### config.mk
export PLATFORM = sky130hd
export DESIGN_NAME = cond_split_pipe
export DESIGN_NICKNAME = d
export VERILOG_FILES = /design/src/rtl/cond_split_pipe.sv
export SDC_FILE = /design/constraint.sdc
export NUM_CORES = 1
export LEC_CHECK = 0
export ABC_AREA = 1
export BUFFER_PORTS_ARGS = -buffer_cell sky130_fd_sc_hd__buf_2
export CORE_MARGIN = 2
export CORE_UTILIZATION = 56
export DETAILED_ROUTE_END_ITERATION = 6
export GPL_TIMING_DRIVEN = 0
export PLACE_DENSITY = 0.8
export SLEW_MARGIN = 20
export SYNTH_ARGS = -nofsm -noshare
export SYNTH_HDL_FRONTEND = slang
export SYNTH_SLANG_ARGS = --single-unit
### constraint.sdc
create_clock -name clk -period 2.65 [get_ports clk]
set_input_delay 0.6625 -clock clk [delete_from_list [all_inputs] [get_ports clk]]
set_output_delay 0.6625 -clock clk [all_outputs]
set_load 0.01 [all_outputs]
### src/rtl/cond_split_pipe.sv
// Multi-lane conditional split: per-lane A/B results from cond-selected offsets,
// wrap or saturate, carried through a DEPTH-stage elastic valid/ready pipeline.
module cond_split_pipe #(
  parameter int WIDTH    = 8,
  parameter int CHANNELS = 1,
  parameter int DEPTH    = 1,
  parameter int OFS_A_T  = 0,
  parameter int OFS_A_F  = -1,
  parameter int OFS_B_T  = 3,
  parameter int OFS_B_F  = -2
) (
  input  logic                      clk,
  input  logic                      reset,
  input  logic                      in_valid,
  output logic                      in_ready,
  input  logic [CHANNELS-1:0]       in_cond,
  input  logic [CHANNELS*WIDTH-1:0] in_data,
  input  logic                      sat_en,
  input  logic                      flush,
  output logic                      out_valid,
  input  logic                      out_ready,
  output logic [CHANNELS*WIDTH-1:0] out_a,
  output logic [CHANNELS*WIDTH-1:0] out_b,
  output logic [15:0]               sat_count,
  input  logic                      sat_clr
);

  localparam int SW = WIDTH + 2;
  localparam int CW = CHANNELS * WIDTH;

  localparam logic [SW-1:0] OA_T = SW'(OFS_A_T);
  localparam logic [SW-1:0] OA_F = SW'(OFS_A_F);
  localparam logic [SW-1:0] OB_T = SW'(OFS_B_T);
  localparam logic [SW-1:0] OB_F = SW'(OFS_B_F);

  // Returns {clamp_event, result}; sum can never reach 2^(WIDTH+1), so bit WIDTH flags overflow.
  function automatic logic [WIDTH:0] arith(input logic [WIDTH-1:0] d,
                                           input logic [SW-1:0]    ofs,
                                           input logic             sat);
    logic [SW-1:0] sum;
    sum = {2'b00, d} + ofs;
    if (!sat)             return {1'b0, sum[WIDTH-1:0]};
    else if (sum[SW-1])   return {1'b1, {WIDTH{1'b0}}};
    else if (sum[WIDTH])  return {1'b1, {WIDTH{1'b1}}};
    else                  return {1'b0, sum[WIDTH-1:0]};
  endfunction

  logic [DEPTH-1:0] valid_q;
  logic [CW-1:0]    a_q [DEPTH];
  logic [CW-1:0]    b_q [DEPTH];
  logic [15:0]      cnt_q;
  logic [15:0]      cnt_d;
  logic [CW-1:0]    a_d;
  logic [CW-1:0]    b_d;
  logic [15:0]      evt_d;
  logic [DEPTH-1:0] adv;
  logic             accept;

  always_comb begin
    logic [WIDTH:0] ra;
    logic [WIDTH:0] rb;
    logic [16:0]    cnt_sum;
    a_d   = '0;
    b_d   = '0;
    evt_d = '0;
    for (int l = 0; l < CHANNELS; l++) begin
      ra = arith(in_data[l*WIDTH +: WIDTH], in_cond[l] ? OA_T : OA_F, sat_en);
      rb = arith(in_data[l*WIDTH +: WIDTH], in_cond[l] ? OB_T : OB_F, sat_en);
      a_d[l*WIDTH +: WIDTH] = ra[WIDTH-1:0];
      b_d[l*WIDTH +: WIDTH] = rb[WIDTH-1:0];
      evt_d = evt_d + 16'(ra[WIDTH]) + 16'(rb[WIDTH]);
    end
    cnt_sum = {1'b0, cnt_q} + {1'b0, evt_d};
    cnt_d   = cnt_sum[16] ? 16'hFFFF : cnt_sum[15:0];
  end

  // Stage k can move unless it and every stage after it is full and the sink is stalled.
  always_comb begin
    logic tail_full;
    tail_full = 1'b1;
    adv       = '0;
    for (int k = DEPTH - 1; k >= 0; k--) begin
      tail_full = tail_full & valid_q[k];
      adv[k]    = !tail_full || out_ready;
    end
  end

  assign in_ready = adv[0] && !flush && !reset;
  assign accept   = in_valid && in_ready;

  always_ff @(posedge clk or posedge reset) begin
    if (reset) begin
      valid_q <= '0;
      cnt_q   <= '0;
      for (int k = 0; k < DEPTH; k++) begin
        a_q[k] <= '0;
        b_q[k] <= '0;
      end
    end else begin
      if (sat_clr)     cnt_q <= '0;
      else if (accept) cnt_q <= cnt_d;

      if (flush) begin
        valid_q <= '0;
      end else begin
        if (adv[0]) valid_q[0] <= accept;
        for (int k = 1; k < DEPTH; k++) begin
          if (adv[k]) valid_q[k] <= valid_q[k-1];
        end
      end

      if (accept) begin
        a_q[0] <= a_d;
        b_q[0] <= b_d;
      end
      for (int k = 1; k < DEPTH; k++) begin
        if (adv[k] && valid_q[k-1]) begin
          a_q[k] <= a_q[k-1];
          b_q[k] <= b_q[k-1];
        end
      end
    end
  end

  assign out_valid = valid_q[DEPTH-1];
  assign out_a     = a_q[DEPTH-1];
  assign out_b     = b_q[DEPTH-1];
  assign sat_count = cnt_q;

endmodule

==> summary.md, run 1 <==
| Metric | Value |
|---|---|
| 1st-iter DRT viols | 197 |
| GRT Resource Usage Total | 28.97% |
| Clock Root Buffer | clkbuf_8 |
| Diodes inserted | 0 |
| Antenna violations before repair | 0 |
| Ys Warns | 0 |
| CTS clk-pin slew, worst paths | 80 ps |
| Drt via density | 5.653 |
| First-pass GRT wire length | 11.93 mm |
| DRC violations left | 0 |
| Max stage delay cell, worst path | fa_2 |
| Post-Place Cell Area | 3049 um^2 |
| Leak Pwr | 2.030 nW |
| Outcome | complete, but fails checks |
| GR Util met1 | 39.44% |
| Worst skew pair latency | 300 ps |
| Syn_area_per_cell | 6.854 um^2 |
| DIE AREA | 5303 um^2 |
| Grt total ovfl | 0 |
| Final-report setup violation count | 16 |
| WHS | 480.7 ps |
| Synthesized area | 2653 um^2 |
| Port bufs | 49 |
| Clk sinks | 33 |
| Clock Path Buffers | 2 |
| CTS tree | yes |
| Sequential-to-total area share from yosys stat | 31.13% |
| Layout Nets | 494 |
| Ports | 50 |
| Critical path class | in2reg |
| Critical Path RT | 2840 ps |
| Setup ws final | -939.3 ps |
| Synth Register Bits | 33 |
| Final Hold Vio Count | 0 |
| Cell count after synthesis | 387 |
| Post-Syn Nets | 417 |
| Clock skew | 10.04 ps |
| Layout cells sized above 1 | 35.05% |
| Chip height | 72.83 um |
| Inserted Clock Buffers | 5 |
| Vias | 2934 |
| DRT antenna net count | 0 |
| RSZ-0062 raised after global routing | true |
| HP Class | in2async |
| CP Capture Type | flip-flop |
| Worst Tran Pin Value | 693.8 ps |
| CP arrival | 3780 ps |
| Area of the core | 4629 um^2 |
| DR pass1 iterations | 5 |
| # rows | 25 |
| Finished Cell Area | 3590 um^2 |
| Cell area power density | 460.5 nW/um^2 |
| Initial Util | 57.30% |
| Cell variety after synth | 33 |
| H-tree Lvls | 2 |
| Max Freq | 278.6 MHz |
| Met2 Use GR | 44.55% |
| Area growth, synth to finish | 35.33% |
| Setup TNS | -14110 ps |
| M3 GR Usage | 6.077% |
| Worst VDD drop | 0.0003190 V |
| Slew headroom | 53.68% |
| Core Util, Final | 77.54% |
| Final Cycle Share | 135.4% |
| Largest net degree at the start of global routing | 34 |
| Setup crit start kind | primary input |
| Vias in the first global route | 2578 |
| Max Slew Vio Count | 0 |
| DP Wirelength | 4.819 mm |
| DRT Wirelength | 8.098 mm |
| Crit-path cells | buf_12, clkinvlp_4, buf_12, buf_12, ha_4, nand2_8, inv_4, nand2_1, nand2_1, nand2_2, nand4_1, nand3_4, and2_4, fa_2, inv_2, ha_4, nand2_2, inv_2, nand3_4, nor2_8, nand4_4, buf_4, o211ai_1, nand2_1 |
| Failing checks | setup timing |
| Max Cap Violations | 0 |
| Gr busiest metal | met2 |
| Crit-path max FO | 7 |
| Crit-path max cell delay | 350 ps |
| Wire per inst | 15.60 um |
| Die X | 72.83 um |
| Final Critical Period | 3589 ps |
| Placer Congestion | 0.9576 |
worst max-delay path, delay by kind of cell:
family / cells / cell delay, ps
adder cells (fa/ha/maj): 3 / 820
buffers and inverters: 8 / 870
AO/OA/AOI/OAI: 1 / 150
AND/OR/NAND/NOR: 12 / 1280
synthesized netlist by cell type:
master | number | share of area, %
nand2_1 | 153 | 22
inv_1 | 51 | 7.2
nand3_1 | 43 | 8.1
dfrtp_1 | 33 | 31
nor2_1 | 14 | 2.0
ha_1 | 12 | 5.7
o21ai_1 | 11 | 2.1
nand4_1 | 9 | 2.1
xor2_1 | 7 | 2.3
nand2_2 | 6 | 1.4
nor3_2 | 5 | 1.9
o21ai_0 | 5 | 0.94
xnor2_1 | 4 | 1.3
buf_4 | 3 | 0.85
inv_2 | 3 | 0.42
nand3_2 | 3 | 1.1
a21oi_1 | 2 | 0.38
and2_1 | 2 | 0.47
buf_2 | 2 | 0.38
fa_1 | 2 | 1.5
nand3_4 | 2 | 1.3
nand4_4 | 2 | 1.6
nor2_2 | 2 | 0.47
nor3_1 | 2 | 0.38
a21oi_2 | 1 | 0.33
clkinv_1 | 1 | 0.14
clkinv_2 | 1 | 0.19
nor2_4 | 1 | 0.42
nor2_8 | 1 | 0.75
nor3_4 | 1 | 0.61
o211ai_1 | 1 | 0.28
o31ai_1 | 1 | 0.28
or2_0 | 1 | 0.24
routing by layer:
metal	part of all wire [%]	routed length, um
met5	0	0
met4	4.9	393
met3	8.2	667
met2	45	3637
met1	42	3400
cells by family (layout without fill, tap and decap cells):
logic type / count (synthesis) / after routing / share of synthesized area [%]
AND/OR/NAND/NOR: 247 / 247 / 44.58
buffers and inverters: 61 / 139 / 9.198
flip-flops: 33 / 33 / 31.13
XOR/XNOR: 11 / 11 / 3.632
AO/OA/AOI/OAI: 21 / 21 / 4.292
adder cells (fa/ha/maj): 14 / 14 / 7.170
final timing paths:
kind | endpoint | start | cells after the start | slack [ps]
setup / recovery | sat_count[12] | in_cond | 24 | -940
hold / removal | out_a[5] | reset | 2 | 480
setup reg to reg | sat_count[12] | sat_count[0] | 12 | 590
hold reg to reg | out_a[4] | out_a[4] | 2 | 480
max in group asynchronous | sat_count[4] | reset | 2 | 1720
min in group clk | out_a[4] | out_a[4] | 2 | 480
flip-flops by register name, indices dropped and copies added (netlist names):
signal     flops
out_b          8
sat_count     16
out_a          8
out_valid      1
placed cells by master, fill, tap and decap left out, drive strengths merged:
master    instances
xnor2             4
dfrtp            33
clkbuf            7
and2              2
nand4            11
o21ai            16
nand3            48
a21oi             3
xor2              7
clkinv            2
nand2           159
or2               1
nor2             18
o211ai            1
ha               12
inv              53
nor3              8
o31ai             1
clkinvlp          1
fa                2
bufinv            1
buf              75
final cells by class:
class | instances | area, um^2
clock inverter | 1 | 30.03
multi-input combinational | 293 | 1877
sequential | 33 | 825.8
inverter | 56 | 217.7
clock buffer | 7 | 86.33
tap | 54 | 67.56
buffer | 5 | 38.79
timing repair buffer | 70 | 446.7
fill | 324 | 1040
stage by stage:
step                total power, mW  std cells  worst slack, ps
CTS                           1.600        513           -700.7
floorplan                    0.8939        387           -904.5
global placement              1.020        490            -1577
detailed placement            1.034        490            -1618
finish                        1.653        519           -939.3
global route                  1.732        519            -1084
where the power goes:
part / internal [mW] / switching, mW
sequential: 0.563 / 0.0323
combinational: 0.226 / 0.321
clock: 0.307 / 0.204
total: 1.10 / 0.558
repair_timing:
item,CTS,global route
gates resized for setup,31,31
hold buffers,0,0
buffers inserted,15,6
setup endpoints to repair,16,16
pin swaps,18,20
gates cloned,0,0
(Power assumes the default switching activity.)
==> run 2: changes to the inputs <==
Settings changed: CTS_BUF_LIST set to sky130_fd_sc_hd__clkbuf_16.
==> summary.md, run 2 (synthesized netlist as in run 1, its figures left out) <==
| Metric | Value |
|---|---|
| H-tree Lvls | 2 |
| Worst Tran Pin Value | 685.6 ps |
| Crit-path max cell delay | 350 ps |
| Total power | 1.792 mW |
| Fin cells | 518 |
| First-pass GRT wire length | 12.14 mm |
| Vias | 2906 |
| Filler cell count | 318 |
| Crit-path max FO | 6 |
| Area growth, synth to finish | 35.90% |
| Placed cells | 490 |
| Ports | 50 |
| Setup ws final | -842.3 ps |
| Layout cells sized above 1 | 34.27% |
| Max Freq | 286.3 MHz |
| DIE AREA | 5303 um^2 |
| CTS tree | yes |
| Worst VDD drop | 0.0003369 V |
| Worst skew pair latency | 280 ps |
| Chip height | 72.83 um |
| Final Hold Vio Count | 0 |
| Hold_buf cts | 0 |
| Die X | 72.83 um |
| FF-to-FF path depth | 12 |
| CTS clk-pin slew, worst paths | 50 ps |
| Clock skew | 5.923 ps |
| DP Wirelength | 4.819 mm |
| Layout Nets | 493 |
| Antenna violations before repair | 0 |
| Diodes inserted | 0 |
| Commonest non-fill, non-tap cell in the layout | nand2_1 |
| Max reg flops | 16 |
| Leak Pwr | 2.045 nW |
| Setup TNS | -12590 ps |
| Clk sinks | 33 |
| Final-report setup violation count | 16 |
| DRC violations left | 0 |
| Clock Root Buffer | clkbuf_16 |
| DRT Wirelength | 8.002 mm |
| Hold depth | 2 |
| Inserted Clock Buffers | 5 |
| Vias in the first global route | 2608 |
| Crit-path cells | buf_12, buf_4, ha_1, inv_1, ha_1, inv_1, nand3_1, nand2_2, nand2_2, nand2_1, nand2_2, nand3_4, and2_4, fa_2, inv_2, ha_4, nand2_2, inv_2, nand3_4, nor2_8, nand4_4, nor2_4, o21ai_1, nand2_1 |
| Max Slew Vio Count | 0 |
| Clock Path Buffers | 2 |
| Initial Util | 57.30% |
| Outcome | complete, but fails checks |
| Placer Congestion | 0.9576 |
| Area of the core | 4629 um^2 |
| Most frequent cells in the layout | 140 x nand2_1, 49 x buf_2, 43 x inv_1, 33 x nand3_1, 33 x dfrtp_1 |
| Final Critical Period | 3492 ps |
| Critical Path RT | 2860 ps |
| Wire per inst | 15.45 um |
| Max stage delay cell, worst path | fa_2 |
| CP Capture Type | flip-flop |
| 1st-iter DRT viols | 225 |
| Most common cell on crit path | nand2_2 |
| Cell area power density | 497.2 nW/um^2 |
| Grt total ovfl | 0 |
| Port bufs | 49 |
| GRT Resource Usage Total | 29.38% |
| Critical path class | in2reg |
| Final Cycle Share | 131.8% |
| HP Class | reg2reg |
| Slew headroom | 54.23% |
| DR pass1 iterations | 5 |
| Drt via density | 5.610 |
| CP arrival | 3700 ps |
| Largest net degree at the start of global routing | 34 |
| Failing checks | setup timing |
| Setup crit start kind | primary input |
| DRT antenna net count | 0 |
| Max Cap Violations | 0 |
| # rows | 25 |
| RSZ-0062 raised after global routing | true |
==> run 2: cell types whose count changed in the layout (fill, tap and decap cells not counted), sizes merged <==
cell / previous run / this run
clkbuf: 7 / 5
buf: 75 / 74
clkinv: 2 / 3
inv: 53 / 54
==> run 2: final timing paths <==
kind / endpoint / slack [ps] / start
min in group asynchronous: out_b[5] / 510 / reset
min reg2reg: out_a[4] / 480 / out_a[4]
max in group asynchronous: out_b[0] / 1700 / reset
max reg2reg: sat_count[5] / 610 / sat_count[0]
min: out_a[4] / 480 / out_a[4]
max: sat_count[5] / -840 / in_cond
==> run 2: critical path: cells and delay by family <==
family / cells / cell delay, ps
fa+ha+maj: 4 / 920
compound gates: 1 / 80
simple gates: 13 / 1420
buf+inv: 6 / 590
==> run 2: power breakdown <==
part / internal, mW / switching (mW)
clock: 0.437 / 0.214
sequential: 0.564 / 0.0325
combinational: 0.225 / 0.321
==> run 2: per-stage QoR <==
stage	instance area, um^2	hold WS (ps)	util, %	setup slack, ps
after global placement	3049	459.2	65.86	-1577
after detailed placement	3049	459.9	65.86	-1618
final	3605	478.1	77.86	-842.3
after CTS	3478	476.6	75.14	-720.8
after global routing	3605	505.8	77.86	-950.0
after floorplan	2736	515.0	-	-904.5
==> run 2: area by class of cell <==
class / count / area [um^2] / area share [%]
Multi-Input combinational cell: 293 / 1853 / 51.41
Sequential cell: 33 / 825.8 / 22.91
Timing Repair Buffer: 69 / 439.2 / 12.18
Inverter: 56 / 217.7 / 6.040
Clock buffer: 5 / 125.1 / 3.471
Tap cell: 54 / 67.56 / 1.874
Buffer: 5 / 38.79 / 1.076
Clock inverter: 3 / 37.54 / 1.041
==> run 2: what timing repair did <==
item                       CTS  global route
pin swaps                   18            19
gates resized for setup     31            27
setup endpoints to repair   16            16
setup buffers               15             5
==> run 2: layer usage <==
| metal | up-vias | global-route usage, % | routed length, um |
|---|---|---|---|
| li1 | 1382 | - | - |
| met4 | 0 | 11.32 | 204 |
| met3 | 22 | 5.801 | 670 |
| met5 | - | 0 | 0 |
| met2 | 150 | 46.57 | 3734 |
| met1 | 1352 | 39.65 | 3392 |
==> run 3: changes to the inputs <==
Settings changed: PLACE_DENSITY 0.8 to not set, PLACE_DENSITY_LB_ADDON set to 0.05.
==> summary.md, run 3 (synthesized netlist as in run 1, its figures left out) <==
| Metric | Value |
|---|---|
| GRT Resource Usage Total | 28.99% |
| Antenna violations before repair | 0 |
| Crit-path max FO | 8 |
| DIE AREA | 5303 um^2 |
| Slew headroom | 52.70% |
| Most common cell on crit path | nand2_2 |
| Clock Root Buffer | clkbuf_16 |
| DRT Wirelength | 8.838 mm |
| Hold_buf cts | 0 |
| Placed cells | 490 |
| Max Freq | 279.1 MHz |
| Clock Path Buffers | 2 |
| Max Cap Violations | 0 |
| Area growth, synth to finish | 40.38% |
| Leak Pwr | 2.090 nW |
| DRC violations left | 0 |
| Critical Path RT | 2840 ps |
| Total power | 1.819 mW |
| # rows | 25 |
| Inserted Clock Buffers | 5 |
| Setup TNS | -13950 ps |
| CTS clk-pin slew, worst paths | 50 ps |
| Final Hold Vio Count | 0 |
| DRT antenna net count | 0 |
| Crit path buf inv count | 7 |
| CP Capture Type | flip-flop |
| Grt total ovfl | 0 |
| Wire per inst | 16.71 um |
| Max Slew Vio Count | 0 |
| Most frequent cells in the layout | 131 x nand2_1, 49 x buf_2, 44 x inv_1, 33 x dfrtp_1, 31 x nand3_1 |
| Largest delay share family, worst path | simple AND/OR/NAND/NOR gates |
| Area of the core | 4629 um^2 |
| Critical path class | in2reg |
| 1st-iter DRT viols | 341 |
| Worst VDD drop | 0.0004536 V |
| Port bufs | 49 |
| First-pass GRT wire length | 11.96 mm |
| Largest net degree at the start of global routing | 34 |
| H-tree Lvls | 2 |
| Worst skew pair latency | 280 ps |
| Commonest non-fill, non-tap cell in the layout | nand2_1 |
| Max stage delay cell, worst path | fa_2 |
| Drt via density | 5.777 |
| Clock skew | 7.305 ps |
| Worst Tran Pin Value | 708.5 ps |
| Failing checks | setup timing |
| Ports | 50 |
| Final-report setup violation count | 16 |
| CP arrival | 3770 ps |
| Vias | 3056 |
| Max reg flops | 16 |
| CTS tree | yes |
| Crit-path max cell delay | 350 ps |
| Cell area power density | 488.4 nW/um^2 |
| Final Critical Period | 3583 ps |
| DR pass1 iterations | 5 |
| Setup ws final | -932.7 ps |
| Chip height | 72.83 um |
| Placer Congestion | 0.9590 |
| RSZ-0062 raised after global routing | true |
| Vias in the first global route | 2609 |
| Setup crit start kind | primary input |
| Die X | 72.83 um |
| Outcome | complete, but fails checks |
| Initial Util | 57.30% |
| Core Util, Final | 80.43% |
| Clk sinks | 33 |
| Fin cells | 529 |
| Final Cycle Share | 135.2% |
| HP Class | reg2reg |
| Diodes inserted | 0 |
| Layout Nets | 504 |
| Layout cells sized above 1 | 38.32% |
| DP Wirelength | 4.720 mm |
## run 3: report_power, final
part	internal, mW	switching (mW)
registers	0.564	0.0286
clock network	0.437	0.214
logic	0.238	0.338
total	1.24	0.581
## run 3: worst paths after layout
check                             startpoint            to  slack (ps)  depth (start not counted)
worst max-delay path                 in_cond  sat_count[6]        -930                         25
worst min-delay path                out_a[7]      out_a[7]         470                          2
worst max register to register  sat_count[0]  sat_count[6]         610                         12
worst min register to register      out_a[7]      out_a[7]         470                          2
max in group asynchronous              reset      out_b[6]        1680                          2
min in group asynchronous              reset  sat_count[9]         510                          2
## run 3: final cells by class
cell class	count	area, um^2
multi-input cells	293	1898
fillers	283	905.9
flip-flops and latches	33	825.8
repair buffers	80	510.5
inverters	56	220.2
clock buffers	5	125.1
well taps	54	67.56
plain buffers	5	38.79
clock inverters	3	37.54
## run 3: tightest hold or removal path, cell delays in order, from the launching register on
cell	delay, ps
dfrtp_1	340
nand2_1	50
nand2_1	50
## run 3: metal layers
metal | share of wire [%] | routed length, um | global-route usage (%)
met5 | 0 | 0 | 0
met4 | 5.1 | 448 | 9.465
met3 | 7.8 | 687 | 5.387
met2 | 46 | 4080 | 47.98
met1 | 41 | 3622 | 38.29
## run 3: through the flow
stage	area, um^2	hold slack (ps)	worst slack, ps
after floorplan	2736	515.0	-904.5
after global placement	3049	456.3	-1562
after detailed placement	3049	459.6	-1589
after CTS	3460	475.8	-709.6
after global routing	3724	489.9	-1048
final	3724	473.0	-932.7
## run 3: timing repair
action | CTS | global route
cloned | 0 | 0
pin swaps | 17 | 31
setup buffers | 18 | 13
gates resized for setup | 28 | 46
endpoints found under the setup margin | 16 | 16
